<file path="config.mk">
export PLATFORM = sky130hd
export DESIGN_NAME = ats21_event_queue
export DESIGN_NICKNAME = d
export VERILOG_FILES = /design/src/rtl/ats21_pkg.sv /design/src/rtl/ats21_evt_fifo.sv /design/src/rtl/ats21_event_queue.sv
export SDC_FILE = /design/constraint.sdc
export NUM_CORES = 1
export LEC_CHECK = 0
export CELL_PAD_IN_SITES_DETAIL_PLACEMENT = 0
export CELL_PAD_IN_SITES_GLOBAL_PLACEMENT = 2
export CORE_UTILIZATION = 47
export CTS_CLUSTER_DIAMETER = 150
export CTS_CLUSTER_SIZE = 25
export DETAILED_ROUTE_END_ITERATION = 8
export PLACE_DENSITY = 0.94
export REMOVE_ABC_BUFFERS = 1
export SLEW_MARGIN = 5
export SYNTH_ARGS = -nofsm -noshare
export SYNTH_HDL_FRONTEND = slang
export SYNTH_SLANG_ARGS = --single-unit
</file>
<file path="constraint.sdc">
create_clock -name clk -period 46.2 [get_ports clk]
set_clock_uncertainty 0.05 [all_clocks]
set_input_delay 9.24 -clock clk [delete_from_list [all_inputs] [get_ports clk]]
set_output_delay 9.24 -clock clk [all_outputs]
set_load 0.01 [all_outputs]
</file>
<file path="src/rtl/ats21_pkg.sv">
// ATS21 shared constants and the alarm event record.
// Used by the ATS21 timer and by its downstream event queue.
package ats21_pkg;

  localparam int NUM_ALARMS = 24;
  localparam int ALARM_ID_W = 5;
  localparam int TS_WIDTH   = 16;

  typedef struct packed {
    logic [ALARM_ID_W-1:0] id;
    logic [TS_WIDTH-1:0]   ts;
  } alarm_evt_t;

endpackage

</file>
<file path="src/rtl/ats21_evt_fifo.sv">
// First-word-fall-through FIFO of alarm events.
// Pointers carry an extra MSB so full and empty are distinguishable.
module ats21_evt_fifo
  import ats21_pkg::*;
#(
  parameter int DEPTH = 8,
  localparam int AW = $clog2(DEPTH)
) (
  input  logic       clk,
  input  logic       reset,
  input  logic       push,
  input  alarm_evt_t wdata,
  input  logic       pop,
  output alarm_evt_t rdata,
  output logic       full,
  output logic       empty,
  output logic [AW:0] count
);

  logic [AW:0] wr_ptr_q, wr_ptr_d;
  logic [AW:0] rd_ptr_q, rd_ptr_d;
  alarm_evt_t  mem_q [DEPTH];
  alarm_evt_t  mem_d [DEPTH];
  logic        do_push;
  logic        do_pop;

  assign empty = (wr_ptr_q == rd_ptr_q);
  assign full  = (wr_ptr_q[AW] != rd_ptr_q[AW]) &&
                 (wr_ptr_q[AW-1:0] == rd_ptr_q[AW-1:0]);
  assign count = wr_ptr_q - rd_ptr_q;
  assign rdata = empty ? '0 : mem_q[rd_ptr_q[AW-1:0]];

  // A pop frees the head slot, so a full FIFO may push in the same cycle
  assign do_pop  = pop & ~empty;
  assign do_push = push & (~full | do_pop);

  always_comb begin
    mem_d    = mem_q;
    wr_ptr_d = wr_ptr_q;
    rd_ptr_d = rd_ptr_q;
    if (do_push) begin
      mem_d[wr_ptr_q[AW-1:0]] = wdata;
      wr_ptr_d = wr_ptr_q + (AW+1)'(1);
    end
    if (do_pop) begin
      rd_ptr_d = rd_ptr_q + (AW+1)'(1);
    end
  end

  always_ff @(posedge clk or posedge reset) begin
    if (reset) begin
      wr_ptr_q <= '0;
      rd_ptr_q <= '0;
      for (int i = 0; i < DEPTH; i++) begin
        mem_q[i] <= '0;
      end
    end else begin
      wr_ptr_q <= wr_ptr_d;
      rd_ptr_q <= rd_ptr_d;
      mem_q    <= mem_d;
    end
  end

endmodule

</file>
<file path="src/rtl/ats21_event_queue.sv">
// Turns ATS21 alarm pulses into a timestamped event stream.
// Edge detect, per-alarm pending slot, lowest-index grant, loss counting.
module ats21_event_queue
  import ats21_pkg::*;
#(
  parameter int NUM_ALARMS = ats21_pkg::NUM_ALARMS,
  parameter int DEPTH      = 8,
  parameter int TS_WIDTH   = ats21_pkg::TS_WIDTH,
  localparam int CW = $clog2(DEPTH) + 1
) (
  input  logic                  clk,
  input  logic                  reset,
  input  logic [NUM_ALARMS-1:0] alarm_in,
  input  logic                  pop,
  input  logic                  clear_ovf,
  output logic                  valid,
  output logic [ALARM_ID_W-1:0] evt_id,
  output logic [TS_WIDTH-1:0]   evt_ts,
  output logic [CW-1:0]         count,
  output logic                  overflow,
  output logic [7:0]            drop_count
);

  localparam int DW = $clog2(NUM_ALARMS + 1);

  logic [NUM_ALARMS-1:0] alarm_q, alarm_d;
  logic [NUM_ALARMS-1:0] pending_q, pending_d;
  logic [TS_WIDTH-1:0]   pend_ts_q [NUM_ALARMS];
  logic [TS_WIDTH-1:0]   pend_ts_d [NUM_ALARMS];
  logic [TS_WIDTH-1:0]   ts_ctr_q, ts_ctr_d;
  logic                  overflow_q, overflow_d;
  logic [7:0]            drop_q, drop_d;

  logic [NUM_ALARMS-1:0] rise;
  logic [NUM_ALARMS-1:0] held;
  logic [NUM_ALARMS-1:0] drops;
  logic [NUM_ALARMS-1:0] gnt_vec;
  logic [ALARM_ID_W-1:0] gnt_idx;
  logic                  gnt_vld;
  logic                  fifo_full;
  logic                  fifo_empty;
  logic [DW-1:0]         ndrop;
  logic [8:0]            drop_sum;
  alarm_evt_t            push_evt;
  alarm_evt_t            head;

  assign rise    = alarm_in & ~alarm_q;
  assign alarm_d = alarm_in;
  assign gnt_vld = (|pending_q) & (~fifo_full | pop);

  always_comb begin
    gnt_idx = '0;
    gnt_vec = '0;
    for (int i = NUM_ALARMS - 1; i >= 0; i--) begin
      if (pending_q[i]) begin
        gnt_idx = ALARM_ID_W'(i);
      end
    end
    if (gnt_vld) begin
      gnt_vec[gnt_idx] = 1'b1;
    end
  end

  assign push_evt.id = gnt_idx;
  assign push_evt.ts = pend_ts_q[gnt_idx];

  // A granted slot is free again, so a rise on it re-arms instead of dropping
  always_comb begin
    held      = pending_q & ~gnt_vec;
    drops     = rise & held;
    pending_d = held | rise;
    pend_ts_d = pend_ts_q;
    ndrop     = '0;
    for (int i = 0; i < NUM_ALARMS; i++) begin
      if (rise[i] && !held[i]) begin
        pend_ts_d[i] = ts_ctr_q;
      end
      ndrop = ndrop + DW'(drops[i]);
    end
  end

  always_comb begin
    ts_ctr_d   = ts_ctr_q + TS_WIDTH'(1);
    drop_sum   = {1'b0, (clear_ovf ? 8'd0 : drop_q)} + 9'(ndrop);
    drop_d     = drop_sum[8] ? 8'd255 : drop_sum[7:0];
    overflow_d = (overflow_q & ~clear_ovf) | (|drops);
  end

  always_ff @(posedge clk or posedge reset) begin
    if (reset) begin
      alarm_q    <= '0;
      pending_q  <= '0;
      ts_ctr_q   <= '0;
      overflow_q <= 1'b0;
      drop_q     <= '0;
      for (int i = 0; i < NUM_ALARMS; i++) begin
        pend_ts_q[i] <= '0;
      end
    end else begin
      alarm_q    <= alarm_d;
      pending_q  <= pending_d;
      ts_ctr_q   <= ts_ctr_d;
      overflow_q <= overflow_d;
      drop_q     <= drop_d;
      pend_ts_q  <= pend_ts_d;
    end
  end

  ats21_evt_fifo #(
    .DEPTH (DEPTH)
  ) u_fifo (
    .clk   (clk),
    .reset (reset),
    .push  (gnt_vld),
    .wdata (push_evt),
    .pop   (pop),
    .rdata (head),
    .full  (fifo_full),
    .empty (fifo_empty),
    .count (count)
  );

  assign valid      = ~fifo_empty;
  assign evt_id     = head.id;
  assign evt_ts     = head.ts;
  assign overflow   = overflow_q;
  assign drop_count = drop_q;

endmodule

</file>
---- Word-level counts from Yosys, hierarchy flattened ----
Index checks and enable logic that the tools add are counted.
word-level totals
  register bits ........................... 633
  input bits .............................. 28
cells by class
  add/sub/neg operators ................... 28
  magnitude comparators ................... 6
  equality and inequality tests ........... 3
  muxes and demuxes ....................... 39
  bitwise gates (word level) .............. 19
  reductions and logical operators ........ 53
operators by type and width
  cell                   count
  $bwmux 168             1
  $mux 5                 24
  $add 5x1->5            19
  $mux 21                4
  $bmux 16 s5            1
  $and 24x24->24         3
  $bmux 21 s3            1
  $demux 21 s3           1
  $not 24->24            2
  $reduce_or 24->1       2
  $mux 16                2
  $logic_and 1x1->1      27
  $logic_not 1->1        24
  $mux 24                1
  $or 24x24->24          1
  $add 16x1->16 const B  1
  $mux 8                 2
  $add 8x5->9            1
  $add 4x1->4 const B    2
  $ge 4x4->1 const B     2
  $not 3->4              2
  $ge 6x6->1 const B     1
  $lt 5x6->1 const B     1
  $not 5->6              1
  15 further kinds       22

---- Depth between registers and ports, before layout ----
Gate-level depths: netlist of the first run.
  depth after elaboration ................. 57
  mapped depth ............................ 28

---- Hierarchy ----
From an unflattened synthesis of the first run, not the netlist that was laid out.
unflattened totals
  cell total of the unflattened synthesis .. 2240
  area total of the unflattened synthesis .. 29624.7 um2
modules (own cells, without submodules)
  module             times used  cells each  area an instance (um2)
  ats21_event_queue  1           1746        21508.1
  ats21_evt_fifo     1           494         8116.5

---- Worst setup path after synthesis of the first run ----
No wires, ideal clock.
  kind .................................... input port to flip-flop
  from .................................... input pop
  to ...................................... register drop_q[5] (netlist: drop_count[5])
  data arrival time ....................... 14.728 ns
  required time ........................... 46.019 ns
  setup slack ............................. 31.291 ns
  cell stages on the path ................. 22
  path through ............................ or3_1 clkbuf_1 nand2_1 o21ai_0 or3_1 fa_1 inv_1 fa_1 inv_1 fa_1 fa_1 inv_1 fa_1 fa_1 fa_1 a21oi_1 nor2_1 nor2_1 o21bai_1 a21oi_1 or3_1 o21ai_0
on the way
  cells in the longest elaborated chain, start to end .. 31
RTL lines
  what                        line                      RTL
  start, declared             ats21_event_queue.sv:14   input logic pop,
  $or 1x1->1 *                ats21_event_queue.sv:49   assign gnt_vld = (|pending_q) & (~fifo_full | pop);
  $and 1x1->1 *               ats21_event_queue.sv:49
  $mux 24 *                   ats21_event_queue.sv:59   if (gnt_vld) begin
  $not 24->24 *               ats21_event_queue.sv:69   held = pending_q & ~gnt_vec;
  $and 24x24->24 *            ats21_event_queue.sv:69
  $and 24x24->24 *            ats21_event_queue.sv:70   drops = rise & held;
  $add 1x1->2                 ats21_event_queue.sv:78   ndrop = ndrop + DW'(drops[i]);
  $add 2x1->3                 ats21_event_queue.sv:78
  $add 3x1->4                 ats21_event_queue.sv:78
  $add 4x1->5                 ats21_event_queue.sv:78
  $add 5x1->5 (18 in series)  ats21_event_queue.sv:78
  $add 5x1->5 *               ats21_event_queue.sv:78
  $add 8x5->9 *               ats21_event_queue.sv:84   drop_sum = {1'b0, (clear_ovf ? 8'd0 : drop_q)} + 9'(ndrop);
  $mux 8 *                    ats21_event_queue.sv:85   drop_d = drop_sum[8] ? 8'd255 : drop_sum[7:0];
  net drop_d[5]               ats21_event_queue.sv:32   logic [7:0] drop_q, drop_d;
  end signal, assigned        ats21_event_queue.sv:104  drop_q <= drop_d;
  end, declared               ats21_event_queue.sv:32
Mark *: on every way through the listed nets, which the timed path passes. The rest lies on a longest branch.
A chain may end at the register's enable or synchronous reset.

---- Worst setup path after layout of the first run ----
Ends and elaborated chain as after synthesis.

==> run_results.csv, run 1 <==
group,metric,value,unit
status,outcome,"finished, final reports clean",
drt,drt-pass1-iter-count,7,
worst_setup_path,max_stage_delay,0.60,ns
power_and_ir_drop,p_leak,13.82,nW
yosys,ys_async_sr_fraction,100.0,%
clock_tree,cts_sinks,633,
placed_design,dp_hpwl,48800,µm
yosys,syn_area,0.02890,mm²
sta,final.min_clock_period,15.32,ns
sta,setup_tns,0,ns
yosys,synth-compound-area-share,11.67,%
placed_design,dpl_cell_area,0.03024,mm²
hold_path,hp-class,"flip-flop to flip-flop",
clock_tree,cts_setup_buffers,0,
worst_setup_path,arrival,15.76,ns
worst_setup_path,crit_type,"input port to flip-flop",
worst_setup_path,ff2ff_setup_slack,38.35,ns
global_route,grt_pass1_wl,120300,µm
sta,hold_violations,0,
sta,max_freq,65.28,MHz
cells_and_area,layout-drive-gt1-share,22.82,%
placed_design,port_buffers,62,
sta,rsz0062_at_grt,"no",
yosys,ys_types,80,
cells_and_area,fin_area,0.03100,mm²
power_and_ir_drop,peakVddDrop,35.91,µV
yosys,synth_cells,2428,
worst_setup_path,worstPathMaxFanout,8,
power_and_ir_drop,p_comb_share,37.5,%
worst_setup_path,reg2reg_depth,24,
placed_design,dp_cells,3137,
floorplanning,std_cell_rows,90,
power_and_ir_drop,p_sw,0.0005816,W
sta,max_slew_margin,12.47,%
sta,finalMaxSlewViolations,0,
yosys,ys_seq_area_share,54.81,%
worst_setup_path,critPathRequiredTime,46.64,ns
clock_tree,cts_max_path_buffers,3,
global_route,grt.total_usage,24.88,%
cells_and_area,stdcell_count,3170,
clock_tree,htreeDepth,1,
sta,setup_viol_count_final,0,
yosys,synth_edf_count,0,
yosys,synth-seq-cells,633,
yosys,synthMuxAreaShare,17.80,%
worst_setup_path,crit_path_frequent_cell,"fa_1",
power_and_ir_drop,power_density,51.47,mW/mm²
clock_tree,clock_latency,0.63,ns
floorplanning,coreArea,0.06058,mm²
global_route,grt_pass1_vias,20110,
drt,avgRoutedWirePerCell,24.34,µm
worst_setup_path,startpoint_type,"input port",
hold_path,hold_end,"pending_q[15]",
hold_path,worstHoldStart,"alarm_q[15]",
yosys,synth_top_family_by_area,"multiplexers",
placed_design,gp_congestion,0.9089,
yosys,synth_simple_gate_area_share,9.571,%
floorplanning,io_pins,63,
yosys,synth_fa_ha_area_share,2.121,%
drt,drcViolationCount,0,
power_and_ir_drop,internal_power,0.001014,W
drt,vias_per_cell,6.167,
power_and_ir_drop,clkPwrFrac,18.1,%
power_and_ir_drop,power_frac_seq,44.4,%
global_route,antenna_found_initial,0,
drt,antenna_left,0,
worst_setup_path,cp-end-kind,"flip-flop",
floorplanning,chipWidth,250.0,µm
sta,hold_ws,0.4051,ns
clock_tree,tritoncts,"yes",
yosys,synth_xor_area_share,0.7879,%
clock_tree,cts_root_buffer,"clkbuf_16",
clock_tree,cts_buffers,29,
cells_and_area,nFillCells,5256,
floorplanning,die-area,0.06249,mm²
power_and_ir_drop,p_sw_share,36.45,%
worst_setup_path,r2r-start,"u_fifo.rd_ptr_q[2]",
power_and_ir_drop,p_total,0.001596,W
hold_path,whs_path_depth,1,
yosys,ys_warn_count,0,
floorplanning,fp.dieH,250.0,µm
drt,first_iter_violations,2031,
global_route,grt_max_degree,190,
yosys,synth_ff_type,"dfrtp_1",
cells_and_area,finalNetCount,2451,
sta,fin_crit_sh,33.16,%
global_route,gr-total-overflow,0,
yosys,syn_avg_cell_area,11.90,µm²
drt,routed_wirelength,77140,µm
flow_run,cap_violations,0,
sta,tightest_slew,1.313,ns
cells_and_area,area_delta_synth_final,7.260,%
cells_and_area,diodes,0,
clock_tree,ctsResizeCount,0,
clock_tree,hold_buffers,0,
drt,routed-via-count,19550,
worst_setup_path,worstReg2RegEnd,"drop_count[5]",
floorplanning,initial_core_util,47.71,%
clock_tree,clk_pin_slew_worst_paths,0.10,ns
worst_setup_path,cpMaxStageDelayCell,"or3_1",
worst_setup_path,path_cells,"clkdlybuf4s50_1 -> or3_1 -> nand2_1 -> o21ai_0 -> or3_1 -> fa_1 -> inv_1 -> fa_1 -> inv_1 -> fa_1 -> fa_1 -> inv_1 -> fa_1 -> fa_1 -> fa_1 -> a21oi_1 -> nor2_1 -> nor2_1 -> o21bai_1 -> a21oi_1 -> or3_1 -> o21ai_0",
## power groups by stage
| stage | clock network, W | logic (W) | registers (W) |
|---|---|---|---|
| final | 0.000288 | 0.000598 | 0.000709 |
| after global routing | 0.000312 | 0.000658 | 0.000719 |
| after CTS | 0.000296 | 0.000603 | 0.000708 |
| after detailed placement | 0 | 0.000603 | 0.000719 |
| after global placement | 0 | 0.000588 | 0.000711 |
| after floorplan | 0 | 0.000367 | 0.000717 |
## kinds of logic (layout without fill, tap and decap cells)
kind of cell | count (synthesis) | after routing
AO/OA/AOI/OAI | 521 | 521
buffers and inverters | 230 | 190
XOR/XNOR | 26 | 26
multiplexers | 415 | 415
adder cells (fa/ha/maj) | 37 | 37
flip-flops | 633 | 633
AND/OR/NAND/NOR | 566 | 566
## layout make-up
cell class                 count  area, µm²  share of cell area [%]
inverter                      48      187.7                  0.6054
multi-input combinational   1565      12230                   39.46
sequential                   633      15840                   51.10
clock buffer                  31      733.2                   2.365
tap                          782      978.4                   3.156
clock inverter                 2      28.78                 0.09283
timing repair buffer         109      998.5                   3.221
## cells in the mapped netlist (34+ instances only)
cell	count	area, µm²
clkbuf_1	135	506.7
nand2_1	215	807.0
mux2_2	372	4189
a222oi_1	34	340.3
a22oi_1	42	315.3
nand2b_1	34	212.7
mux4_2	42	945.9
buf_2	37	185.2
nor2_1	169	634.4
o21ai_0	112	560.5
a21oi_1	160	800.8
inv_1	46	172.7
dfrtp_1	633	15840
## layout by cell type (no fill, tap or decap), types with 45 or more instances in the layout
| cell | synthesis | final |
|---|---|---|
| clkdlybuf4s50_1 | 0 | 62 |
| inv_1 | 46 | 45 |
| nor2_1 | 169 | 164 |
| buf_4 | 1 | 45 |
| dfrtp_1 | 633 | 631 |
| o21ai_0 | 112 | 112 |
| nand2_1 | 215 | 215 |
| a21oi_1 | 160 | 159 |
| mux2_2 | 372 | 372 |
## sequential cells by signal, indices dropped and copies added, names as in the netlist
register         cells
pending_q           24
drop_count           8
u_fifo.rd_ptr_q      4
u_fifo.wr_ptr_q      4
alarm_q             24
u_fifo.mem_q       168
ts_ctr_q            16
overflow             1
pend_ts_q          384
## metrics by stage
stage	utilization [%]	setup slack (ns)
2_1_floorplan	-	19.18
3_3_place_gp	49.91	30.34
3_5_place_dp	49.91	30.27
4_1_cts	51.17	30.91
5_1_grt	51.17	30.54
6_report	51.17	30.88
## critical path, delay by kind of cell
family / cells / cell delay [ns]
AOI/OAI and AO/OA: 5 / 0.77
and+or+nand+nor: 6 / 1.69
adders and majority gates: 7 / 3.40
buffers and inverters: 4 / 0.67
## layer usage
layer | up-vias | routed length, µm | global-route usage (%)
met5 | - | 0 | 0
met4 | 0 | 2043 | 6.415
met3 | 106 | 4704 | 3.661
met2 | 581 | 36650 | 40.80
met1 | 10210 | 33740 | 34.72
li1 | 8651 | - | -
## how the worst max path moves through the flow
| stage | from | endpoint | depth (start not counted) |
|---|---|---|---|
| 2_1_floorplan | reset | alarm_q[0] | 1 |
| 3_3_place_gp | pop | drop_count[5] | 22 |
| 3_5_place_dp | pop | drop_count[5] | 22 |
| 4_1_cts | pop | drop_count[5] | 22 |
| 5_1_grt | pop | drop_count[5] | 22 |
| 6_report | pop | drop_count[5] | 22 |
(Power assumes the default switching activity.)
==> run 2, diff against run 1 <==
CORE_UTILIZATION = 43   (was 47)
PLACE_DENSITY = 0.88   (was 0.94)
clock period = 15.7 ns   (was 46.2 ns; I/O delays follow)
==> run_results.csv, run 2 (synthesis gave the netlist of run 1 again) <==
group,metric,value,unit
cells_and_area,top_regs,"pend_ts_q: 384 flops, u_fifo.mem_q: 168 flops",
sta,setup_viol_count_final,0,
sta,finalMaxSlewViolations,0,
sta,fin_crit_sh,59.50,%
placed_design,gp_congestion,0.8842,
worst_setup_path,critPathRequiredTime,16.13,ns
drt,drcViolationCount,0,
cells_and_area,layout.cells.most_common,"dfrtp_1",
status,outcome,"finished, final reports clean",
clock_tree,tritoncts,"yes",
cells_and_area,diodes,0,
global_route,grt.total_usage,23.67,%
placed_design,port_buffers,62,
global_route,antenna_found_initial,1,
global_route,grt_max_degree,173,
drt,first_iter_violations,1757,
cells_and_area,top_register,"pend_ts_q",
clock_tree,cts_sinks,633,
clock_tree,clk_pin_slew_worst_paths,0.11,ns
sta,hold_violations,0,
floorplanning,io_pins,63,
drt,vias_per_cell,5.987,
worst_setup_path,crit_type,"input port to flip-flop",
floorplanning,die-area,0.06826,mm²
hold_path,hp-class,"flip-flop to flip-flop",
cells_and_area,area_delta_synth_final,7.714,%
cells_and_area,largest_register_ffs,384,
power_and_ir_drop,power_density,151.1,mW/mm²
clock_tree,hold_buffers,0,
clock_tree,clock_latency,0.63,ns
clock_tree,cts_setup_buffers,0,
placed_design,pre_cts_slack,5.751,ns
drt,drt-pass1-iter-count,8,
drt,routed_wirelength,78950,µm
worst_setup_path,max_stage_delay,0.60,ns
floorplanning,coreArea,0.06610,mm²
clock_tree,ctsResizeCount,0,
drt,avgRoutedWirePerCell,24.25,µm
worst_setup_path,crit_path_frequent_cell,"fa_1",
flow_run,cap_violations,0,
global_route,grt_pass1_vias,20270,
power_and_ir_drop,peakVddDrop,103.7,µV
sta,rsz0062_at_grt,"no",
clock_tree,cts_max_path_buffers,3,
cells_and_area,final_cell_mix,"dfrtp_1 (631), mux2_2 (372), nand2_1 (215), nor2_1 (164), a21oi_1 (159)",
worst_setup_path,cpMaxStageDelayCell,"or3_1",
cells_and_area,stdcell_count,3256,
cells_and_area,layout-drive-gt1-share,22.95,%
floorplanning,fp.dieH,261.3,µm
worst_setup_path,cp-end-kind,"flip-flop",
cells_and_area,nFillCells,6005,
placed_design,dp_hpwl,49750,µm
sta,tightest_slew,1.249,ns
power_and_ir_drop,p_leak,13.84,nW
sta,max_freq,107.0,MHz
global_route,gr-total-overflow,0,
floorplanning,initial_core_util,43.73,%
clock_tree,cts_buffers,29,
worst_setup_path,path_cells,"clkdlybuf4s50_1 -> or3_1 -> nand2_1 -> o21ai_0 -> or3_1 -> fa_1 -> inv_1 -> fa_1 -> inv_1 -> fa_1 -> fa_1 -> inv_1 -> fa_1 -> fa_1 -> fa_1 -> a21oi_1 -> nor2_1 -> nor2_1 -> o21bai_1 -> a21oi_1 -> or3_1 -> o21ai_0",
sta,max_slew_margin,16.46,%
clock_tree,cts_root_buffer,"clkbuf_16",
placed_design,dp_cells,3224,
floorplanning,chipWidth,261.3,µm
sta,fin_ws,6.358,ns
clock_tree,htreeDepth,1,
global_route,grt_pass1_wl,123100,µm
cells_and_area,finalNetCount,2456,
floorplanning,std_cell_rows,94,
sta,final.min_clock_period,9.342,ns
worst_setup_path,startpoint_type,"input port",
worst_setup_path,worstPathMaxFanout,8,
drt,antenna_left,0,
drt,routed-via-count,19490,
worst_setup_path,arrival,9.78,ns
-- run 2: per-stage QoR --
| stage | hold WS, ns | setup TNS [ns] | total power, W | instance area, µm² | utilization (%) |
|---|---|---|---|---|---|
| 3_3_place_gp | 0.3850 | 0 | 0.003837 | 30380 | 45.96 |
| 4_1_cts | 0.3802 | 0 | 0.004740 | 31130 | 47.10 |
| 6_report | 0.3721 | 0 | 0.004705 | 31130 | 47.10 |
| 3_5_place_dp | 0.3901 | 0 | 0.003899 | 30380 | 45.96 |
| 5_1_grt | 0.4135 | 0 | 0.004995 | 31130 | 47.10 |
| 2_1_floorplan | 0.3753 | -3304.60 | 0.003189 | 28140 | - |
-- run 2: final timing paths --
| check | from | end | slack, ns | depth (start not counted) |
|---|---|---|---|---|
| min | alarm_q[15] | pending_q[15] | 0.37 | 1 |
| max | pop | drop_count[5] | 6.36 | 22 |
| max reg2reg | u_fifo.rd_ptr_q[2] | drop_count[5] | 7.81 | 24 |
| min reg2reg | alarm_q[15] | pending_q[15] | 0.37 | 1 |
| min in group asynchronous | reset | u_fifo.mem_q[167] | 2.94 | 2 |
| max in group asynchronous | reset | pend_ts_q[206] | 9.69 | 5 |
-- run 2: area by class of cell --
class	instances	area (µm²)	share of cell area, %
tap	864	1081	3.472
inverter	48	187.7	0.6028
timing repair buffer	114	1036	3.328
multi-input combinational	1565	12230	39.29
clock buffer	31	733.2	2.355
clock inverter	1	20.02	0.06430
sequential	633	15840	50.89
-- run 2: routing by layer --
metal	routed length [µm]	GRT usage, %
met5	13	0
met3	4825	4.123
met4	1989	6.202
met2	36750	38.10
met1	35370	33.11
-- run 2: critical path: cells and delay by family --
family          cells  cell delay (ns)
fa+ha+maj           7             3.40
simple gates        6             1.74
buf+inv             4             0.66
compound gates      5             0.83
-- run 2: where the power goes --
group	switching (W)	internal [W]	total, W	leakage (nW)
Clock	0.000511	0.000336	0.000846	0.370
Sequential	0.000169	0.00191	0.00208	8.18
Combinational	0.00104	0.000736	0.00177	5.30
==> run 3, diff against run 2 <==
clock period = 9.19 ns   (was 15.7 ns; I/O delays follow)
==> run_results.csv, run 3 (synthesis gave the netlist of run 1 again) <==
group,metric,value,unit
drt,vias_per_cell,5.998,
sta,tightest_slew,1.286,ns
floorplanning,coreArea,0.06610,mm²
status,failed_checks,"design-rule violations",
worst_setup_path,max_stage_delay,0.60,ns
worst_setup_path,crit_type,"input port to flip-flop",
status,outcome,"finished, violations left",
power_and_ir_drop,power_density,257.6,mW/mm²
cells_and_area,top_regs,"pend_ts_q: 384 flops, u_fifo.mem_q: 168 flops",
clock_tree,cts_buffers,29,
placed_design,dp_hpwl,49360,µm
cells_and_area,nFillCells,6021,
power_and_ir_drop,peakVddDrop,154.6,µV
worst_setup_path,path_buf_inv,4,
hold_path,whs_path_depth,1,
placed_design,pre_cts_slack,0.6097,ns
sta,max_slew_margin,14.09,%
worst_setup_path,worstReg2RegEnd,"drop_count[5]",
drt,antenna_left,0,
clock_tree,cts_sinks,633,
drt,first_iter_violations,1773,
cells_and_area,largest_register_ffs,384,
clock_tree,hold_buffers,0,
drt,drcViolationCount,2,
worst_setup_path,r2r-start,"pending_q[22]",
power_and_ir_drop,p_leak,13.85,nW
global_route,grt.total_usage,23.25,%
cells_and_area,finalNetCount,2456,
clock_tree,cts_setup_buffers,0,
floorplanning,initial_core_util,43.73,%
worst_setup_path,worstPathMaxFanout,8,
clock_tree,clk_pin_slew_worst_paths,0.11,ns
cells_and_area,top_register,"pend_ts_q",
global_route,grt_max_degree,166,
flow_run,cap_violations,0,
global_route,gr-total-overflow,0,
worst_setup_path,ff2ff_setup_slack,1.29,ns
clock_tree,cts_root_buffer,"clkbuf_16",
cells_and_area,final_cell_mix,"dfrtp_1 (631), mux2_2 (372), nand2_1 (215), nor2_1 (164), a21oi_1 (159)",
sta,max_freq,125.7,MHz
floorplanning,std_cell_rows,94,
cells_and_area,diodes,0,
sta,rsz0062_at_grt,"no",
sta,hold_violations,0,
hold_path,worstHoldStart,"alarm_q[15]",
floorplanning,io_pins,63,
worst_setup_path,startpoint_type,"input port",
clock_tree,htreeDepth,1,
placed_design,port_buffers,62,
floorplanning,fp.dieH,261.3,µm
clock_tree,tritoncts,"yes",
worst_setup_path,cpMaxStageDelayCell,"or3_1",
cells_and_area,layout.cells.most_common,"dfrtp_1",
sta,fin_ws,1.232,ns
sta,setup_viol_count_final,0,
clock_tree,clock_latency,0.63,ns
worst_setup_path,crit_path_frequent_cell,"fa_1",
drt,avgRoutedWirePerCell,23.97,µm
hold_path,hp-class,"flip-flop to flip-flop",
worst_setup_path,critPathRequiredTime,9.64,ns
sta,hold_ws,0.3847,ns
sta,final.min_clock_period,7.958,ns
worst_setup_path,arrival,8.41,ns
sta,finalMaxSlewViolations,0,
worst_setup_path,crit_family,"adder cells",
cells_and_area,layout-drive-gt1-share,22.98,%
worst_setup_path,cp-end-kind,"flip-flop",
global_route,grt_pass1_vias,19980,
placed_design,gp_congestion,0.8551,
drt,routed-via-count,19540,
global_route,antenna_found_initial,1,
worst_setup_path,reg2reg_depth,22,
worst_setup_path,path_cells,"clkdlybuf4s50_1 -> or3_1 -> nand2_1 -> o21ai_0 -> or3_1 -> fa_1 -> inv_1 -> fa_1 -> inv_1 -> fa_1 -> fa_1 -> inv_1 -> fa_1 -> fa_1 -> fa_1 -> a21oi_1 -> nor2_1 -> nor2_1 -> o21bai_1 -> a21oi_1 -> or3_1 -> o21ai_0",
floorplanning,chipWidth,261.3,µm
cells_and_area,area_delta_synth_final,7.745,%
drt,routed_wirelength,78070,µm
clock_tree,ctsResizeCount,0,
hold_path,hold_end,"pending_q[15]",
sta,setup_tns,0,ns
clock_tree,cts_max_path_buffers,3,
sta,fin_crit_sh,86.59,%
drt,drt-pass1-iter-count,9,
global_route,grt_pass1_wl,121000,µm
floorplanning,die-area,0.06826,mm²
## run 3: changes by cell type in the layout (fill, tap and decap cells not counted)
| cell | before | now |
|---|---|---|
| inv_6 | 0 | 1 |
## run 3: final cells by class
class                           count  area (µm²)  share of cell area, %
Sequential cell                   633       15840                  50.87
Multi-Input combinational cell   1565       12230                  39.28
Tap cell                          864        1081                  3.471
Timing Repair Buffer              114        1036                  3.327
Clock buffer                       31       733.2                  2.354
Inverter                           48       187.7                 0.6027
Clock inverter                      2       28.78                0.09241
## run 3: worst register-to-register path, cell delays in order (launching register included)
cell,delay [ns]
dfrtp_1,0.42
nand2b_1,0.17
a2111oi_0,0.77
o221a_2,0.39
o21a_1,0.21
or3_1,0.28
buf_4,0.54
o211ai_1,0.36
fa_1,0.58
fa_1,0.57
fa_1,0.43
fa_1,0.49
inv_1,0.05
fa_1,0.45
fa_1,0.42
fa_1,0.48
a21oi_1,0.17
nor2_1,0.06
nor2_1,0.15
o21bai_1,0.08
a21oi_1,0.28
or3_1,0.26
o21ai_0,0.11
## run 3: metal layers
metal,GRT usage (%),vias to the layer above,routed length [µm]
met5,1.458,-,138
met3,4.172,115,4622
met1,31.98,10250,34460
met2,38.10,512,37050
met4,5.491,2,1797
li1,-,8662,-
## run 3: stage by stage
| step | cells | util (%) | total power (W) | cell area [µm²] |
|---|---|---|---|---|
| floorplan | 2246 | - | 0.005448 | 28140 |
| global placement | 3224 | 45.96 | 0.006543 | 30380 |
| detailed placement | 3224 | 45.96 | 0.006649 | 30380 |
| CTS | 3257 | 47.11 | 0.008082 | 31140 |
| global route | 3257 | 47.11 | 0.008518 | 31140 |
| finish | 3257 | 47.11 | 0.008021 | 31140 |
## run 3: worst max-delay path by stage
stage / start / endpoint / slack [ns] / cells after the start
finish: pop / drop_count[5] / 1.23 / 22
global route: pop / drop_count[5] / 0.85 / 22
CTS: pop / drop_count[5] / 1.27 / 22
detailed placement: pop / drop_count[5] / 0.61 / 22
global placement: pop / drop_count[5] / 0.68 / 22
floorplan: reset / alarm_q[0] / -10.43 / 1
## run 3: where the power goes
group          total [W]  internal [W]  switching [W]
Clock            0.00145      0.000576       0.000873
Combinational    0.00302       0.00126        0.00176
Sequential       0.00355       0.00327       0.000282
Total            0.00802       0.00510        0.00292
==> patch 1: new RTL, settings of run 3 <==
`DEPTH` is set to 8 in 2 places; all go to 16.
--- a/src/rtl/ats21_evt_fifo.sv
+++ b/src/rtl/ats21_evt_fifo.sv
@@ -4,5 +4,5 @@
   import ats21_pkg::*;
 #(
-  parameter int DEPTH = 8,
+  parameter int DEPTH = 16,
   localparam int AW = $clog2(DEPTH)
 ) (
--- a/src/rtl/ats21_event_queue.sv
+++ b/src/rtl/ats21_event_queue.sv
@@ -5,5 +5,5 @@
 #(
   parameter int NUM_ALARMS = ats21_pkg::NUM_ALARMS,
-  parameter int DEPTH      = 8,
+  parameter int DEPTH      = 16,
   parameter int TS_WIDTH   = ats21_pkg::TS_WIDTH,
   localparam int CW = $clog2(DEPTH) + 1
Ports: changed (resized count); port bits go from 63 to 64. No check against the original RTL was run, so the function may have changed too.
==> patch 1 against run 3 <==
  * Sequential cell count increased by 170
  * Critical endpoint unchanged
  * Combinational power grew 49%
  * Wire length up 40%
  * Design area is 31% higher
  * Setup slack worse by 0.093 ns
  * Total power up 41%
  * Largest cell class unchanged
  * Worst hold slack better by 0.036 ns
  * Synthesized area is 32% higher
  * Highest routed layer unchanged
==> patch 1: results (changes against run 3) <==
top cells by area, synth=dfrtp_1 (53%), mux2_2 (11%), mux4_2 (6.2%), nor2_1 (3.3%), a31oi_1 (3.1%); Worst slew margin=6.98% (-7.1 points); Adder-Cell Fraction of Synth Area=1.74% (-0.38 points); antenna fix cells=0 (unchanged); mean routed wirelength per cell=25.1 µm (+4.9%); Max Root-Sink Buffers=3 (unchanged); RePlAce Congestion=0.850 (-0.64%); largest net degree at the start of global routing=189 (+14%); status=complete, no violations; sequential share of the synthesized area=52.7% (-2.1 points); Leak Pwr=18.1 nW (+30%); Post-CTS Setup Inserts=0 (unchanged); dpl hpwl=69000 µm (+40%); CP max FO=14 (+6); Root Driver=clkbuf_16; cell family with most CP delay=adder cells; Synth top cells by count=dfrtp_1 (803), mux2_2 (385), nor2_1 (340); crit path from=pending_q[11]; initial drt markers=2381 (+34%); DP Area=0.0398 mm² (+31%); P_sw=4.06 mW (+39%); Pre-antenna DRT Iters=5 (-4); r2r startpoint=pending_q[11]; H-tree depth=2 (+1); post-synthesis compound-gate area fraction=11.0% (-0.71 points); crit path DAT=8.50 ns (+0.09 ns); ys async rst share=100% (unchanged); Netlist cell types=86 (+7.5%); slowest stage delay, CP=0.78 ns (+0.18 ns); fraction of final layout cells sized beyond drive strength 1=21.7% (-1.3 points); antenna violations before repair=1 (unchanged); Post-Synth XOR/XNOR Area=0.666% (-0.12 points); VDD IR max=0.000216 V (+40%); vias in the first global route=27.0k (+35%); Ys Warns=0 (unchanged); Worst path slowest cell=o211ai_1; R2R Setup Slk=1.14 ns (-0.15 ns); CTS Buf Count=38 (+31%); Final #Nets=3253 (+32%); clock slew seen by the registers of the worst setup and hold paths=0.11 ns (about the same); first-pass GRT wire length=169000 µm (+40%); post-synthesis mux area share=19.7% (+1.9 points); GRT Total Usage=24.5% (+1.2 points); Port Buf Inserts=63 (+1.6%); filler cell count=7940 (+32%); Top Registers=pend_ts_q: 384 flops, u_fifo.mem_q: 336 flops; Vias/cell=6.05 (+0.85%); Worst Min Path Start=alarm_q[21]
[patch 1: power groups by stage]
| stage | Clock, mW | Combinational (mW) | Sequential, mW |
|---|---|---|---|
| floorplan | 0 | 2.98 | 4.88 |
| global placement | 0 | 4.40 | 4.85 |
| detailed placement | 0 | 4.50 | 4.92 |
| CTS | 2.00 | 4.51 | 4.85 |
| global route | 2.11 | 4.90 | 4.95 |
| finish | 1.95 | 4.49 | 4.85 |
[patch 1: stage by stage]
step / std cells / hold WS, ns / util, % / power, mW / setup WS (ns)
floorplan: 3003 / 0.374 / - / 7.85 / -15.25
CTS: 4342 / 0.424 / 46.8 / 11.4 / 1.26
detailed placement: 4299 / 0.408 / 45.6 / 9.42 / 0.754
finish: 4342 / 0.421 / 46.8 / 11.3 / 1.14
global route: 4342 / 0.453 / 46.8 / 12.0 / 0.822
global placement: 4299 / 0.406 / 45.6 / 9.25 / 0.806
[patch 1: cell type report]
| type | instances | share of cell area, % |
|---|---|---|
| clock buffers | 42 | 2.52 |
| clock inverters | 1 | 0.0735 |
| inverters | 63 | 0.597 |
| multi-input cells | 2137 | 41.0 |
| flip-flops and latches | 803 | 49.2 |
| well taps | 1155 | 3.53 |
| repair buffers | 141 | 3.07 |
[patch 1: path summary, 6_finish.rpt]
check,to,depth (start not counted)
setup / recovery,drop_count[5],24
hold / removal,pending_q[21],1
setup reg to reg,drop_count[5],24
hold reg to reg,pending_q[21],1
max in group asynchronous,u_fifo.mem_q[114],3
min in group asynchronous,drop_count[6],2
[patch 1: routing by layer]
layer,part of all wire [%],track usage (%),wire length [µm],up-vias
met5,0.011,0,12,-
li1,-,-,-,11488
met3,5.1,2.57,5520,174
met4,3.0,7.64,3280,2
met2,48,40.0,52100,812
met1,44,34.4,48300,13792
==> patch 2: new RTL, flow settings as in run 3 <==
Without the edit above. `pending_q` no longer has a reset.
--- a/src/rtl/ats21_event_queue.sv
+++ b/src/rtl/ats21_event_queue.sv
@@ -90,5 +90,4 @@
     if (reset) begin
       alarm_q    <= '0;
-      pending_q  <= '0;
       ts_ctr_q   <= '0;
       overflow_q <= 1'b0;
@@ -99,5 +98,4 @@
     end else begin
       alarm_q    <= alarm_d;
-      pending_q  <= pending_d;
       ts_ctr_q   <= ts_ctr_d;
       overflow_q <= overflow_d;
@@ -105,4 +103,8 @@
       pend_ts_q  <= pend_ts_d;
     end
+  end
+
+  always_ff @(posedge clk) begin
+    pending_q <= pending_d;
   end
 
Formal check against the unedited RTL: not equivalent (Yosys sat finds a counterexample within 4 cycles, from zero or initial values and one cycle with reset high).
==> patch 2 against run 3 <==
  * The run still ends with design-rule violations left
  * Via count barely moved
  * Sequential power about the same
  * Register-to-register slack better by 0.21 ns
  * Sequential cell count did not move
  * Setup slack improved by 0.011 ns
  * Wire length shrank 0.69%
  * Synthesized area down 0.42%
  * Non-clock buffer count is 1 lower
  * First-iteration DRC count up 1.4%
  * Clock power rose by 4%
  * Total power up 0.51%
  * Cell count rose by 0.61%
  * Design area down 0.16%
  * Critical endpoint unchanged
  * Largest cell class unchanged
==> patch 2: results (changes against run 3) <==
largest net degree at the start of global routing=169 (+1.8%); Post-Synth XOR/XNOR Area=0.791% (+0.0033 points); post-layout util=47.1% (about the same); DR WL met2=36500 µm (-1.4%); initial drt markers=1798 (+1.4%); placed cell count=3223 (-0.031%); Leak Pwr=13.8 nW (about the same); crit path DAT=8.39 ns (-0.02 ns); worst-margin pin slew=1.21 ns (-0.0782 ns); # DRC=4 (+2); Max Clk Rate=126 MHz (+0.14%); WL final=77500 µm (-0.69%); failing checks=design-rule violations; status=complete, but fails checks; met3 wire len=3540 µm (-23%); Netlist cell types=81 (+1.3%); sequential share of the synthesized area=54.6% (-0.19 points); VDD IR max=0.000161 V (+4.4%); slowest stage delay, CP=0.58 ns (-0.02 ns); R2R Setup Slk=1.50 ns (+0.21 ns); Syn Area/Cell=11.9 µm² (-0.42%); hold endpoint=pending_q[15]; Hold WS=0.406 ns (+0.0214 ns); filler cell count=5911 (-1.8%); post-synthesis mux area share=17.9% (+0.074 points); vias in the first global route=19.9k (-0.53%); fraction of final layout cells sized beyond drive strength 1=22.7% (-0.27 points); post-synthesis compound-gate area fraction=11.7% (+0.049 points); GRT Total Usage=23.0% (-0.21 points); RePlAce Congestion=0.871 (+1.9%); r2r startpoint=u_fifo.wr_ptr_q[0]; Final #Nets=2455 (-0.041%); pre-CTS WS=0.632 ns (+0.0219 ns); Synth top cells by count=dfrtp_1 (609), mux2_2 (372), nand2_1 (215); first-pass GRT wire length=121000 µm (-0.38%); top cells by area, synth=dfrtp_1 (53%), mux2_2 (15%), mux4_2 (3.3%), nand2_1 (2.8%), a21oi_1 (2.8%); top sig layer=met4; Adder-Cell Fraction of Synth Area=2.13% (+0.0089 points)
==> patch 2: changes by cell type after synthesis, sizes merged <==
cell and change:
dfrtp -24, dfxtp +24
==> patch 2: layer usage <==
layer  track usage (%)  vias to the layer above
li1                  -                     8683
met2              37.5                      517
met4              5.13                        0
met5                 0                        -
met3              2.18                      103
met1              33.3                    10233
==> patch 2: layout make-up <==
cell class                 count  share of cell area (%)
inverter                      48                   0.604
tap                          864                    3.48
clock inverter                 2                  0.0926
clock buffer                  52                    2.61
sequential                   633                    50.6
timing repair buffer         113                    3.31
multi-input combinational   1565                    39.3
==> patch 2: report_power, final <==
group / internal, mW / total [mW] / switching (mW)
registers: 3.27 / 3.55 / 0.280
logic: 1.26 / 3.00 / 1.75
clock network: 0.611 / 1.51 / 0.897
